<file path="config.mk">
export PLATFORM = sky130hd
export DESIGN_NAME = dst_drain_ctrl
export DESIGN_NICKNAME = d
export VERILOG_FILES = /design/src/rtl/dst_pkg.sv /design/src/rtl/dst_skid_fifo.sv /design/src/rtl/dst_drain_ctrl.sv
export SDC_FILE = /design/constraint.sdc
export NUM_CORES = 1
export LEC_CHECK = 0
export CORE_MARGIN = 2
export CORE_UTILIZATION = 59
export CTS_CLUSTER_SIZE = 8
export DETAILED_ROUTE_END_ITERATION = 6
export GPL_TIMING_DRIVEN = 0
export PLACE_DENSITY_LB_ADDON = 0.25
export RECOVER_POWER = 50
export SLEW_MARGIN = 20
export SYNTH_ARGS = -nofsm -noshare
export SYNTH_HDL_FRONTEND = slang
export SYNTH_SLANG_ARGS = --single-unit
</file>
<file path="constraint.sdc">
create_clock -name clk -period 3.7 [get_ports clk]
set_input_delay 0.555 -clock clk [delete_from_list [all_inputs] [get_ports clk]]
set_output_delay 0.555 -clock clk [all_outputs]
set_load 0.02 [all_outputs]
</file>
<file path="src/rtl/dst_pkg.sv">
// Shared constants and state encoding for the dst_buf drain path.
package dst_pkg;

    localparam int DW    = 32;
    localparam int DEPTH = 64;
    localparam int AW    = $clog2(DEPTH);
    localparam int FD    = 4;

    typedef enum logic [1:0] {
        IDLE  = 2'd0,
        ISSUE = 2'd1,
        FLUSH = 2'd2
    } drain_st_t;

endpackage

</file>
<file path="src/rtl/dst_skid_fifo.sv">
// Small synchronous FIFO between dst_buf reads and the output stream.
// Push and pop may coincide even when full; the head is read before the write lands.
module dst_skid_fifo #(
    parameter int W = 33,
    parameter int D = 4
) (
    input  logic                 clk,
    input  logic                 rst,
    input  logic                 push,
    input  logic [W-1:0]         push_data,
    input  logic                 pop,
    output logic [W-1:0]         pop_data,
    output logic [$clog2(D):0]   count,
    output logic                 empty
);

    localparam int PW = $clog2(D);
    localparam logic [PW:0] PTR_ONE = (PW+1)'(1);

    logic [W-1:0] mem [D];
    logic [PW:0]  wr_ptr;
    logic [PW:0]  rd_ptr;

    // Pointers carry one extra wrap bit so full and empty are distinguishable.
    always_ff @(posedge clk) begin
        if (rst) begin
            wr_ptr <= '0;
            rd_ptr <= '0;
        end else begin
            if (push) wr_ptr <= wr_ptr + PTR_ONE;
            if (pop)  rd_ptr <= rd_ptr + PTR_ONE;
        end
    end

    always_ff @(posedge clk) begin
        if (push) mem[wr_ptr[PW-1:0]] <= push_data;
    end

    assign count    = wr_ptr - rd_ptr;
    assign empty    = (count == '0);
    assign pop_data = mem[rd_ptr[PW-1:0]];

endmodule

</file>
<file path="src/rtl/dst_drain_ctrl.sv">
// Drains finished ping-pong banks of dst_buf, in address order, onto a valid/ready stream.
// Reads are credit-limited so the output FIFO can never overflow.
module dst_drain_ctrl
    import dst_pkg::*;
(
    input  logic          clk,
    input  logic          rst,
    input  logic          out_fin,
    output logic          wr_bank,
    output logic          wr_stall,
    output logic          ovf,
    output logic          rd_en,
    output logic [AW:0]   rd_addr,
    input  logic [DW-1:0] rd_data,
    output logic          m_valid,
    input  logic          m_ready,
    output logic [DW-1:0] m_data,
    output logic          m_last,
    output logic          drain_busy,
    output logic          drain_fin
);

    localparam int CW = $clog2(FD);
    localparam logic [AW-1:0] LAST_WORD = AW'(DEPTH - 1);
    localparam logic [AW-1:0] CNT_ONE   = AW'(1);
    localparam logic [CW+1:0] CREDITS   = (CW+2)'(FD);

    drain_st_t     state;
    logic [AW-1:0] cnt;
    logic          rd_bank;
    logic [1:0]    full;
    logic [1:0]    full_n;

    logic          vld_p1;
    logic          last_p1;

    logic [CW:0]   fifo_count;
    logic          fifo_empty;
    logic [DW:0]   head;
    logic          pop;
    logic          credit_ok;
    logic          accept_last;

    assign credit_ok   = ((CW+2)'(fifo_count) + (CW+2)'(vld_p1)) < CREDITS;
    assign rd_en       = (state == ISSUE) && credit_ok;
    assign rd_addr     = rd_en ? {rd_bank, cnt} : '0;

    assign m_valid     = !fifo_empty;
    assign m_data      = m_valid ? head[DW-1:0] : '0;
    assign m_last      = m_valid & head[DW];
    assign pop         = m_valid & m_ready;
    assign accept_last = pop & m_last & (state == FLUSH);

    assign wr_stall    = &full;

    // p1: read data returns this stage; the last-word tag travels with it.
    always_ff @(posedge clk) begin
        if (rst) vld_p1 <= 1'b0;
        else     vld_p1 <= rd_en;
    end

    always_ff @(posedge clk) begin
        last_p1 <= (cnt == LAST_WORD);
    end

    dst_skid_fifo #(
        .W (DW + 1),
        .D (FD)
    ) u_fifo (
        .clk       (clk),
        .rst       (rst),
        .push      (vld_p1),
        .push_data ({last_p1, rd_data}),
        .pop       (pop),
        .pop_data  (head),
        .count     (fifo_count),
        .empty     (fifo_empty)
    );

    // A drain completing and a new block arriving may hit the same edge; both take effect.
    always_comb begin
        full_n = full;
        if (accept_last)         full_n[rd_bank] = 1'b0;
        if (out_fin && !wr_stall) full_n[wr_bank] = 1'b1;
    end

    always_ff @(posedge clk) begin
        if (rst) begin
            full    <= 2'b00;
            wr_bank <= 1'b0;
            ovf     <= 1'b0;
        end else begin
            full <= full_n;
            if (out_fin) begin
                if (wr_stall) ovf     <= 1'b1;
                else          wr_bank <= ~wr_bank;
            end
        end
    end

    always_ff @(posedge clk) begin
        if (rst) begin
            state      <= IDLE;
            cnt        <= '0;
            rd_bank    <= 1'b0;
            drain_busy <= 1'b0;
            drain_fin  <= 1'b0;
        end else begin
            drain_fin <= 1'b0;
            case (state)
                IDLE: begin
                    if (full[rd_bank]) begin
                        state      <= ISSUE;
                        cnt        <= '0;
                        drain_busy <= 1'b1;
                    end
                end
                ISSUE: begin
                    if (rd_en) begin
                        cnt <= cnt + CNT_ONE;
                        if (cnt == LAST_WORD) state <= FLUSH;
                    end
                end
                FLUSH: begin
                    if (accept_last) begin
                        drain_fin  <= 1'b1;
                        rd_bank    <= ~rd_bank;
                        drain_busy <= 1'b0;
                        state      <= IDLE;
                    end
                end
                default: state <= IDLE;
            endcase
        end
    end

endmodule

</file>
* After elaboration in Yosys (flattened, before gate mapping)
Memories as Yosys holds them, arrays and structs flattened. A register that Yosys moved wholly into a read port is not among the register bits.
Cells that the tools add are included.
** Word-level totals
- Memory bits (read-only) :: 0
- Bits in latches :: 0
- Logic and storage cells :: 85
- Memories kept :: 1
- Bits of input ports :: 36
- Output and inout bits :: 47
- Bits in writable memories :: 132
- Bits in registers :: 23
** Memory list
- u_fifo.mem :: depth 4, bits a word 33, read ports 1, clocked after memory_dff 1, write ports 1, line dst_skid_fifo.sv:20 : logic [W-1:0] mem [D];
** Cells by class
- Shift-type cells :: 0
- Bitwise logic cells :: 11
- Add/sub/neg operators :: 5
- Muxes and demuxes :: 26
- Reductions and logical operators :: 18
- Multiply operators :: 0
- Equality and inequality tests :: 7
- $lt $le $gt $ge :: 5
- Divide/modulo/power cells :: 0
** Operators with widths (count)
- $mux W32 :: 1
- $mux W2 :: 8
- $mux W6 :: 2
- $pmux W6 S2 :: 1
- $mux W1 :: 9
- $reduce_and A3 Y1 :: 3
- $mux W7 :: 1
- $add A3 B1 Y3 const B :: 2
- $add A6 B1 Y6 const B :: 1
- $eq A6 B6 Y1 const B :: 1
- $ne A2 B2 Y1 const B :: 3
- $pmux W2 S3 :: 1
- $reduce_and A2 Y1 :: 3
- $add A3 B1 Y4 :: 1
- $and A1 B1 Y1 :: 4
- $logic_and A1 B1 Y1 :: 4
- $lt A1 B2 Y1 const B :: 2
- $lt A4 B3 Y1 const B :: 1
- $not A1 Y1 :: 4
- $reduce_and A4 Y1 :: 1
- $reduce_bool A2 Y1 :: 2
- $logic_not A3 Y1 :: 1
- $sub A3 B3 Y3 :: 1
- $and A2 B2 Y2 :: 1
- 11 further kinds :: 14

* Longest topological paths before layout
- Depth after elaboration :: 9
- Gate-level depth with buffers :: 7
- Mapped depth without buffers :: 7

* By module
A second synthesis with hierarchy kept.
** Second synthesis, totals
- Cell total of the unflattened synthesis :: 338
- Area, all modules :: 6243.5 sq um
** Modules (own cells, without submodules)
- dst_skid_fifo :: seq. area each 4124.0 sq um, cells each 214, area each 5237.5 sq um, instances 1
- dst_drain_ctrl :: seq. area each 340.3 sq um, cells each 124, area each 1006.0 sq um, instances 1

* Least setup slack after synthesis
OpenSTA, ideal clock, no wires.
- Path kind :: register to output
- Start :: register u_fifo.wr_ptr[0]
- End :: output m_data[22]
- Stages on the path, launching flop included :: 8
- Setup slack :: 1.016 ns
- Required time :: 3.145 ns
- Path buffers :: 1
- Arrival time :: 2.129 ns
- Cells stage by stage :: dfxtp_1 > inv_1 > ha_1 > fa_1 > xnor3_2 > nand3_2 > buf_2 > and2_1
** On the way
- Cells in the longest elaborated chain, start to end :: 3
** Ends and longest elaborated chain
- start, declared :: line dst_skid_fifo.sv:21 : logic [PW:0] wr_ptr;
- start signal, assigned :: line dst_skid_fifo.sv:30 : if (push) wr_ptr <= wr_ptr + PTR_ONE;
- $sub A3 B3 Y3 :: line dst_skid_fifo.sv:39 : assign count = wr_ptr - rd_ptr;
- $logic_not A3 Y1 :: line dst_skid_fifo.sv:40 : assign empty = (count == '0);
- $mux W32 :: line dst_drain_ctrl.sv:49 : assign m_data = m_valid ? head[DW-1:0] : '0;
- end, declared :: line dst_drain_ctrl.sv:17 : output logic [DW-1:0] m_data,
Every way passes these cells.

* Final worst setup path
- Start :: register u_fifo.wr_ptr[0]
- End :: output rd_en
** On the way
- Cells in the longest elaborated chain, start to end :: 4
** Ends and longest elaborated chain
- $sub A3 B3 Y3 :: line dst_skid_fifo.sv:39
- $add A3 B1 Y4 :: line dst_drain_ctrl.sv:44 : assign credit_ok = ((CW+2)'(fifo_count) + (CW+2)'(vld_p1)) < CREDITS;
- $lt A4 B3 Y1 :: line dst_drain_ctrl.sv:44
- $logic_and A1 B1 Y1 :: line dst_drain_ctrl.sv:45 : assign rd_en = (state == ISSUE) && credit_ok;
- end, declared :: line dst_drain_ctrl.sv:12 : output logic rd_en,
Every way passes these cells.

==> metrics.yaml <==
finished_layout_cell_area_um2: 7870
worst-endpoint-arrival_ns: 3.01
initial_utilization_pct: 60.3
power.switching_uw: 1690
die-height_um: 106
mostFrequentLayoutCell: "edfxtp_1"
place.detailed.hpwl_um: 6870
cts_sink_cnt: 157
vdd.ir_drop.worst_mv: 0.371
layout.cells.most_common_list: "edfxtp_1 (132), and2_1 (39), mux4_2 (33), dlygate4sd3_1 (32), dfxtp_1 (25)"
routed_vias: 3378
clock_power_share_pct: 30.7
grt_antenna_before_repair: 0
design.die.area_um2: 11300
core.rowCount: 37
path_max_fanout: 7
drt_first_iter_violations: 239
gpl.final_weighted_congestion: 0.821
vias_per_cell: 5.70
final_cell_count_no_fill: 593
design_internal_power_uw: 3940
p_sw_share_pct: 30.0
cts-root-to-sink-buffers: 2
cellPowerDensity_nw_per_um2: 714
cts_tree: "yes"
run_status: "finished, final reports clean"
die_outline_width_um: 106
fill_cells: 581
number_of_global_route_vias_before_repair: 3404
drv_slew: 0
p_leak_uw: 0.00290
finalCritPeriodShare_pct: 96.3
final_core_util_pct: 76.9
synth_nets: 382
power_frac_seq_pct: 36.0
n_antenna_cell: 0
finalCriticalPeriod_ns: 3.56
ys.warnings.count: 0
placement.cell_area_um2: 7240
drt-pass1-iter-count: 5
ant_nets: 0
synth.top_cell.area_share_pct: 64.2
boundaryPins: 83
worst-slew-pin-transition_ns: 1.04
hp-class: "in -> reg"
grt_start_max_net_pins: 26
holdBufCountCts: 0
route.detailed.drc: 0
worst_slew_margin_relative_to_its_limit_pct: 30.5
postSynthRegisterBits: 157
synth.area.top_cells: "edfxtp_1 (64%), mux4_2 (12%), dfxtp_1 (8.1%)"
maxCapViolCount: 0
worst_ep_required_time_ns: 3.14
post_synth_num_cell_types: 38
timing.setup.critical_path_class: "reg -> out"
nets: 488
grt_pass1_wl_um: 17700
grt_setup_unrepaired: "no"
maxClockFrequency_ghz: 0.281
design.core.area_um2: 10200
start_kind: "flip-flop"
totalWireLength_um: 11100
finalSetupTns_ns: 0
grtUsageTotal_pct: 21.2
synth.largest_area_cell: "edfxtp_1"
latest_clock_arrival_within_the_worst_skew_pair_ns: 0.52
wl_per_cell_um: 18.8
placement.io_buffers: 81
syn-instance-count: 338
layout-drive-gt1-share_pct: 17.5
cts.root.buffer_cell: "clkbuf_8"
global_route.overflow_total: 0
clock_skew_ns: 0.00491
htree_levels: 4
timing.critical_path.to_type: "primary output"
number_of_buffers_added_by_the_clock_tree_synthesis_step: 17
worst_setup_hold_path_clk_slew_ns: 0.06
finalSetupViolCount: 0
synthesis.area_um2: 6170
combPwrFrac_pct: 33.3
synth_seq_area_share_pct: 72.3
syn_avg_cell_area_um2: 18.3
synthToLayoutAreaGrowth_pct: 27.5
hold_ws_ns: 0.435
timing.final.hold_violations: 0
placedCellCount: 559
## flip-flops by register name, summed over array words and instances (netlist names), named ones only
register       flops
state              2
wr_bank            1
last_p1            1
vld_p1             1
full               2
drain_fin          1
u_fifo.rd_ptr      3
ovf                1
u_fifo.wr_ptr      3
rd_bank            1
u_fifo.mem       132
drain_busy         1
cnt                6
## synthesized netlist by cell type
cell,instances
nor3_1,1
nor2b_1,1
ha_1,7
nor2_1,13
dfxtp_1,25
or3_1,4
fa_1,1
nand4_4,1
a311oi_2,1
nand3_2,1
xor3_1,1
a41o_1,1
mux4_2,33
xnor3_2,1
buf_1,1
xnor2_1,3
buf_2,5
o211ai_1,2
inv_2,1
and3b_1,1
edfxtp_1,132
mux2i_1,2
clkbuf_1,7
o31ai_1,1
nand2b_1,1
and2_1,43
nand4_1,4
nand2_1,9
xor2_1,5
inv_1,6
and4_1,1
or3b_1,1
a211oi_1,1
a31oi_1,1
and3_1,1
o21ai_0,4
nand3_1,5
a21oi_1,10
## what timing repair did
action	4_1_cts	5_1_grt
pin swaps	1	0
cloned	0	0
gates resized for setup	31	13
hold endpoints to repair	0	0
endpoints found under the setup margin	41	13
buffers inserted	2	0
## cell families (layout without fill, tap and decap cells)
kind of cell	after synthesis	after routing	share of synthesized area, %
buffers and inverters	20	139	1.32
flip-flops	157	157	72.3
XOR/XNOR	10	10	1.91
AO/OA/AOI/OAI	21	21	2.13
multiplexers	35	35	12.4
AND/OR/NAND/NOR	87	87	8.23
adder cells (fa/ha/maj)	8	8	1.74
## critical path, cell delays in order (launching register included)
cell	delay [ns]
dfxtp_1	0.42
inv_1	0.11
ha_1	0.20
fa_1	0.53
or3b_4	0.46
nand3_2	0.14
inv_2	0.08
clkdlybuf4s50_1	0.54
## metal layers
layer	wire length, µm	track usage [%]	vias to the layer above
li1	-	-	1530
met1	4630	27.5	1725
met2	5750	35.7	105
met3	574	4.90	18
met4	175	7.33	0
met5	0	0	-
## path summary, 6_finish.rpt
| kind | startpoint | end | slack [ns] | cells past startpoint |
|---|---|---|---|---|
| worst max-delay path | u_fifo.wr_ptr[0]$_SDFFE_PP0P_ | rd_en | 0.14 | 7 |
| worst min register to register | drain_busy$_SDFFE_PP0P_ | drain_busy$_SDFFE_PP0P_ | 0.45 | 2 |
| worst min-delay path | rst | drain_busy$_SDFFE_PP0P_ | 0.43 | 2 |
| worst max register to register | u_fifo.wr_ptr[0]$_SDFFE_PP0P_ | state[1]$_SDFFE_PP0P_ | 1.17 | 9 |
## power groups by stage
| stage | Combinational, µW | Sequential [µW] | Clock [µW] |
|---|---|---|---|
| global placement | 1940 | 2050 | 0 |
| detailed placement | 1960 | 2060 | 0 |
| finish | 1870 | 2020 | 1730 |
| global route | 2010 | 2030 | 1810 |
| floorplan | 1130 | 2050 | 0 |
| CTS | 1930 | 2020 | 1750 |
## final cells by class
| cell class | count | area [µm²] | area share, % |
|---|---|---|---|
| inverter | 7 | 26.3 | 0.334 |
| clock inverter | 14 | 175 | 2.23 |
| buffer | 13 | 65.1 | 0.827 |
| tap | 136 | 170 | 2.16 |
| multi-input combinational | 161 | 1640 | 20.9 |
| timing repair buffer | 87 | 910 | 11.6 |
| clock buffer | 18 | 418 | 5.31 |
| sequential | 157 | 4460 | 56.7 |
## metrics by stage
stage	total power (µW)	setup slack (ns)
after CTS	5700	0.00231
after global routing	5850	0.00901
after detailed placement	4020	0.0236
after floorplan	3180	1.02
final	5620	0.136
after global placement	3990	0.0877
Note: power is estimated with default switching activity, not from simulation.
